<file path="src/rtl/obstacle_spawner.sv">
// Two-slot obstacle spawner for the runner game.
// Each slot scrolls left on every advance (run && step), parks at X_PARK once it
// leaves the left edge, waits a pseudo-random gap, then respawns at X_SPAWN with
// a pseudo-random height, provided the other slot is far enough away.
// Handshake: none -- step is a qualified strobe, acted on only when run is high;
// every output is a register, so an event sampled at edge n shows after edge n.
module obstacle_spawner #(
  parameter int          X_SPAWN   = 160,
  parameter int          X_PARK    = 255,
  parameter int          MIN_H     = 7,
  parameter int          H_BITS    = 3,
  parameter int          MIN_GAP   = 40,
  parameter int          GAP_BITS  = 6,
  parameter int          MIN_SEP   = 48,
  parameter logic [15:0] LFSR_SEED = 16'hACE1
) (
  input  logic       clk,
  input  logic       reset,
  input  logic       clear,
  input  logic       run,
  input  logic       step,
  output logic [7:0] obs1X,
  output logic [7:0] obs1H,
  output logic [7:0] obs2X,
  output logic [7:0] obs2H,
  output logic [1:0] obs_active,
  output logic [1:0] spawn_pulse
);

  typedef enum logic {
    ST_GAP    = 1'b0,
    ST_ACTIVE = 1'b1
  } slot_state_e;

  localparam logic [15:0] LFSR_MASK = 16'hB400;
  localparam logic [7:0]  X1_INIT   = 8'd120;
  localparam logic [7:0]  H1_INIT   = 8'd7;
  localparam logic [7:0]  X2_INIT   = 8'd254;
  localparam logic [7:0]  H2_INIT   = 8'd14;
  localparam logic [7:0]  X_SPAWN_V = 8'(X_SPAWN);
  localparam logic [7:0]  X_PARK_V  = 8'(X_PARK);
  localparam logic [7:0]  MIN_H_V   = 8'(MIN_H);
  localparam logic [7:0]  MIN_GAP_V = 8'(MIN_GAP);
  // An active slot strictly right of this X blocks the other slot's spawn.
  localparam logic [7:0]  SEP_LIMIT = 8'(X_SPAWN - MIN_SEP);

  logic [15:0]           lfsr_q, lfsr_d;
  logic [1:0][7:0]       x_q, x_d;
  logic [1:0][7:0]       h_q, h_d;
  logic [1:0][7:0]       cnt_q, cnt_d;
  slot_state_e [1:0]     st_q, st_d;
  logic [1:0]            pulse_q, pulse_d;

  logic       advance;
  logic       blk_by0;
  logic       blk_by1;
  logic       spawn0_now;
  logic [1:0] spawn_ok;
  logic [7:0] gap_val;
  logic [7:0] h_val;

  // Next-state logic: LFSR free-runs; slots move only on an advance cycle.
  always_comb begin
    lfsr_d  = {1'b0, lfsr_q[15:1]} ^ (lfsr_q[0] ? LFSR_MASK : 16'h0000);
    x_d     = x_q;
    h_d     = h_q;
    cnt_d   = cnt_q;
    st_d    = st_q;
    pulse_d = 2'b00;

    advance = run && step;
    // Gap and height draw from the pre-shift LFSR value of this cycle.
    gap_val = MIN_GAP_V + 8'(lfsr_q[GAP_BITS+7:8]);
    h_val   = MIN_H_V + 8'(lfsr_q[H_BITS-1:0]);

    blk_by0 = (st_q[0] == ST_ACTIVE) && (x_q[0] > SEP_LIMIT);
    blk_by1 = (st_q[1] == ST_ACTIVE) && (x_q[1] > SEP_LIMIT);

    // Slot 1 has priority; it sees slot 2 as it stands before this advance.
    spawn_ok[0] = !blk_by1;
    spawn0_now  = advance && (st_q[0] == ST_GAP) && (cnt_q[0] == 8'd0) && spawn_ok[0];
    // Slot 2 sees slot 1 after a same-cycle spawn (X_SPAWN, always blocking).
    spawn_ok[1] = !spawn0_now && !blk_by0;

    if (advance) begin
      for (int i = 0; i < 2; i++) begin
        case (st_q[i])
          ST_ACTIVE: begin
            if (x_q[i] == 8'd0) begin
              st_d[i]  = ST_GAP;
              x_d[i]   = X_PARK_V;
              cnt_d[i] = gap_val;
            end else begin
              x_d[i] = x_q[i] - 8'd1;
            end
          end
          default: begin
            if (cnt_q[i] != 8'd0) begin
              cnt_d[i] = cnt_q[i] - 8'd1;
            end else if (spawn_ok[i]) begin
              st_d[i]    = ST_ACTIVE;
              x_d[i]     = X_SPAWN_V;
              h_d[i]     = h_val;
              pulse_d[i] = 1'b1;
            end
          end
        endcase
      end
    end
  end

  // State registers; reset and clear both restore the opening layout.
  always_ff @(posedge clk) begin
    if (reset || clear) begin
      lfsr_q   <= LFSR_SEED;
      x_q[0]   <= X1_INIT;
      x_q[1]   <= X2_INIT;
      h_q[0]   <= H1_INIT;
      h_q[1]   <= H2_INIT;
      cnt_q[0] <= 8'd0;
      cnt_q[1] <= 8'd0;
      st_q[0]  <= ST_ACTIVE;
      st_q[1]  <= ST_ACTIVE;
      pulse_q  <= 2'b00;
    end else begin
      lfsr_q  <= lfsr_d;
      x_q     <= x_d;
      h_q     <= h_d;
      cnt_q   <= cnt_d;
      st_q    <= st_d;
      pulse_q <= pulse_d;
    end
  end

  assign obs1X       = x_q[0];
  assign obs1H       = h_q[0];
  assign obs2X       = x_q[1];
  assign obs2H       = h_q[1];
  // Slot state doubles as the externally visible FSM state.
  assign obs_active  = {st_q[1] == ST_ACTIVE, st_q[0] == ST_ACTIVE};
  assign spawn_pulse = pulse_q;

endmodule

</file>
<file path="config.mk">
export PLATFORM = sky130hd
export DESIGN_NAME = obstacle_spawner
export DESIGN_NICKNAME = d
export VERILOG_FILES = /design/src/rtl/obstacle_spawner.sv
export SDC_FILE = /design/constraint.sdc
export NUM_CORES = 1
export LEC_CHECK = 0
export CAP_MARGIN = 40
export CORE_ASPECT_RATIO = 1.1
export CORE_UTILIZATION = 54
export DETAILED_ROUTE_END_ITERATION = 10
export GPL_TIMING_DRIVEN = 0
export PLACE_DENSITY = 0.79
export REMOVE_ABC_BUFFERS = 1
export SLEW_MARGIN = 20
export SYNTH_ARGS = -nofsm -noshare
export SYNTH_HDL_FRONTEND = slang
export SYNTH_SLANG_ARGS = --single-unit
</file>
<file path="constraint.sdc">
create_clock -name clk -period 2.96 [get_ports clk]
set_input_delay 0.444 -clock clk [delete_from_list [all_inputs] [get_ports clk]]
set_output_delay 0.444 -clock clk [all_outputs]
set_load 0.03 [all_outputs]
</file>
==> impl_metrics.json, run 1 <==
{
  "relSlewSlack_pct": 41.1,
  "core-area_um2": 5130,
  "design_area_um2": 3550,
  "die_h_um": 79.6,
  "power_density_nw_per_um2": 497,
  "clockPowerShare_pct": 46.1,
  "intPower_mw": 1.34,
  "p_total_mw": 1.76,
  "crit_type": "reg -> reg",
  "synth_cell_types": 49,
  "synth-simple-area-share_pct": 24.7,
  "postSynthCellCount": 368,
  "drt-total-wl_um": 6480,
  "setup_viol": 0,
  "hold_viol": 0,
  "fin_skew_ps": 6.90,
  "n_fill_cell": 447,
  "postCtsHoldBufs": 0,
  "root_buffer": "clkbuf_8",
  "layout-drive-gt1-share_pct": 6.98,
  "crit_arrival_ps": 2980,
  "grt_max_degree": 30,
  "vias": 2690,
  "power_switching_share_pct": 24.2,
  "clock_path_buffers": 2,
  "critical_path.endpoint_type": "flip-flop",
  "antenna_found_initial": 0,
  "synth_compound_area_share_pct": 19.0,
  "wl_per_cell_um": 13.7,
  "cts_inserted_buffers": 9,
  "status": "complete, no violations",
  "required_ps": 3230,
  "port_buffers": 32,
  "rows": 27,
  "synth_edf_count": 0,
  "grt.total_usage_pct": 23.8,
  "rsz0062_at_grt": "false",
  "combPwrFrac_pct": 6.7,
  "ys_ff_latch": 60,
  "async_reset_ff_share_pct": 0,
  "worst_pin_slew_ps": 882,
  "p_leak_nw": 1.38,
  "start_kind": "flip-flop",
  "min_period_ps": 2720,
  "nets": 411,
  "rrSetupSlack_ps": 240,
  "hp-class": "reg -> reg",
  "drc_errors": 0,
  "avgViaCountPerCell": 5.69,
  "dieArea_um2": 5770,
  "dr.pass1.iters": 5,
  "power.switching_uw": 427,
  "fin_crit_sh_pct": 91.8,
  "clkSlewWorstSetupHoldPaths_ps": 70,
  "synthXorXnorAreaFrac_pct": 2.08,
  "yosys_warnings": 0,
  "fmax_ghz": 0.368,
  "netlist_area_um2": 2950,
  "start_util_pct": 57.5,
  "detailed_place_hpwl_um": 4290,
  "grt_pass1_wl_um": 10500,
  "htree_levels": 3,
  "routabilityCongestion": 0.846,
  "slew_viol_final": 0,
  "synth.area.mux_share_pct": 3.05,
  "synthFlopType": "dfxtp_1",
  "clock_sinks": 60,
  "diodes": 0,
  "seq_power_share_pct": 47.2,
  "cts_tree": "done",
  "drt_iter0_drc": 174,
  "syn_avg_cell_area_um2": 8.03,
  "gr-total-overflow": 0,
  "synthAdderAreaFrac_pct": 4.24,
  "io-pin-count": 41,
  "synth_top_family_by_area": "simple AND/OR/NAND/NOR gates",
  "drv_cap": 0,
  "grt_pass1_vias": 2389,
  "ant_nets": 0,
  "clk_latency_ps": 350,
  "vdd_ir_drop_max_uv": 419,
  "area_growth_pct": 20.1,
  "synth-seq-area-share_pct": 40.7,
  "dieWidth_um": 72.5,
  "place_area_um2": 3320,
  "critPathMaxFanout": 11
}
cell usage after synthesis (2+ instances only):
cell type,instances,area (um2)
dfxtp_1,60,1200
nor2_1,46,173
nand2_1,44,165
o21ai_0,28,140
a21oi_1,21,105
clkbuf_1,15,56.3
inv_1,15,56.3
nor3_1,14,70.1
and2_1,11,68.8
ha_1,10,125
a22oi_1,9,67.6
mux2i_1,9,90.1
buf_4,8,60.1
nand3_1,7,35.0
nor4_1,6,37.5
or3_1,6,37.5
a31oi_1,4,25.0
and3_1,4,25.0
o22ai_1,4,25.0
o31ai_1,4,30.0
xnor2_1,4,35.0
a311oi_1,3,26.3
nand2b_1,3,18.8
o41ai_1,3,26.3
xor2_1,3,26.3
a221o_1,2,20.0
buf_1,2,7.51
o221ai_1,2,17.5
layout make-up:
| type | instances | area (um2) | share of cell area, % |
|---|---|---|---|
| Clock buffer | 10 | 128 | 3.60 |
| Clock inverter | 6 | 88.8 | 2.50 |
| Inverter | 15 | 56.3 | 1.59 |
| Multi-Input combinational cell | 275 | 1620 | 45.6 |
| Sequential cell | 60 | 1200 | 33.9 |
| Tap cell | 72 | 90.1 | 2.54 |
| Timing Repair Buffer | 35 | 365 | 10.3 |
metrics by stage:
step | util, % | hold WS, ps | instances | setup TNS (ps) | setup slack (ps)
floorplan | - | 384 | 350 | 0 | 377
global placement | 63.6 | 403 | 454 | -589 | -178
detailed placement | 64.6 | 411 | 457 | 0 | 33.7
CTS | 68.9 | 428 | 473 | 0 | 14.1
global route | 69.1 | 445 | 473 | 0 | 14.2
finish | 69.1 | 424 | 473 | 0 | 244
state kept, by name, indices dropped and copies added, names as in the netlist:
register,cells
obs1H,4
lfsr_q,16
cnt_q,16
obs2X,8
obs1X,8
obs_active,2
obs2H,4
spawn_pulse,2
critical path: stages (launching register included):
cell      delay (ps)
dfxtp_1          360
or4_1            670
nor4_1           370
and3_1           580
o21ai_2          170
and2b_1          230
a311oi_1         250
power groups by stage:
stage	clock, mW	combinational, mW	sequential (mW)
floorplan	0	0.0730	0.857
global placement	0	0.112	0.851
detailed placement	0	0.116	0.851
CTS	0.826	0.118	0.833
global route	0.854	0.129	0.835
finish	0.812	0.118	0.833
layout by cell type, fill, tap and decap left out, types with 2 or more instances in the layout:
master / instances
a31oi_1: 4
and3_1: 4
ha_1: 10
clkdlybuf4s50_1: 32
a221o_1: 2
clkinvlp_4: 2
o22ai_1: 4
inv_1: 15
dfxtp_1: 60
nand3_1: 7
a311oi_1: 3
xor2_1: 3
bufinv_16: 2
nand2b_1: 3
buf_8: 3
a21oi_1: 21
o31ai_1: 4
o41ai_1: 3
o21ai_0: 28
nor3_1: 14
nor2_1: 45
clkbuf_8: 9
and2_1: 11
mux2i_1: 9
o221ai_1: 2
a22oi_1: 9
xnor2_1: 4
nand2_1: 44
or3_1: 6
conb_1: 8
nor4_1: 6
path summary, 6_finish.rpt:
kind / startpoint / endpoint / cells past startpoint
setup reg to reg: cnt_q[2] / obs2X[7] / 6
hold / removal: lfsr_q[7] / lfsr_q[6] / 1
setup / recovery: cnt_q[2] / obs2X[7] / 6
hold reg to reg: lfsr_q[7] / lfsr_q[6] / 1
per-layer routing:
| layer | vias to the layer above | GRT usage, % | wire [um] |
|---|---|---|---|
| met2 | 99 | 39.1 | 3050 |
| met1 | 1239 | 28.1 | 2870 |
| li1 | 1334 | - | - |
| met4 | 0 | 15.7 | 193 |
| met5 | - | 0 | 0 |
| met3 | 18 | 4.55 | 371 |
timing repair:
action | CTS | global route
gates resized for setup | 0 | 2
setup endpoints to repair | 0 | 10
buffers inserted | 0 | 0
cells by family (layout without fill, tap and decap cells):
kind of cell	Yosys count	after routing
xor gates and xnor gates	7	7
and+or+nand+nor	152	152
other	1	8
muxes	9	9
adders and majority gates	10	10
DFF	60	60
AOI/OAI and AO/OA	89	89
buffers and inverters	40	66
No activity file was read; power rests on OpenSTA's default activity.
==> run 2, diff against run 1 <==
--- a/config.mk
+++ b/config.mk
@@ -10,6 +10,7 @@
 export CORE_UTILIZATION = 54
 export DETAILED_ROUTE_END_ITERATION = 10
 export GPL_TIMING_DRIVEN = 0
+export HOLD_SLACK_MARGIN = 0.08
 export PLACE_DENSITY = 0.79
 export REMOVE_ABC_BUFFERS = 1
 export SLEW_MARGIN = 20
==> results of run 2 <==
No change in the layout: final DEF, timing and power equal those of run 1.
==> run 3, diff against run 2 <==
--- a/config.mk
+++ b/config.mk
@@ -8,6 +8,7 @@
 export CAP_MARGIN = 40
 export CORE_ASPECT_RATIO = 1.1
 export CORE_UTILIZATION = 54
+export CTS_CLUSTER_SIZE = 10
 export DETAILED_ROUTE_END_ITERATION = 10
 export GPL_TIMING_DRIVEN = 0
 export HOLD_SLACK_MARGIN = 0.08
==> results of run 3 <==
No change in the layout: final DEF, timing and power equal those of run 1.
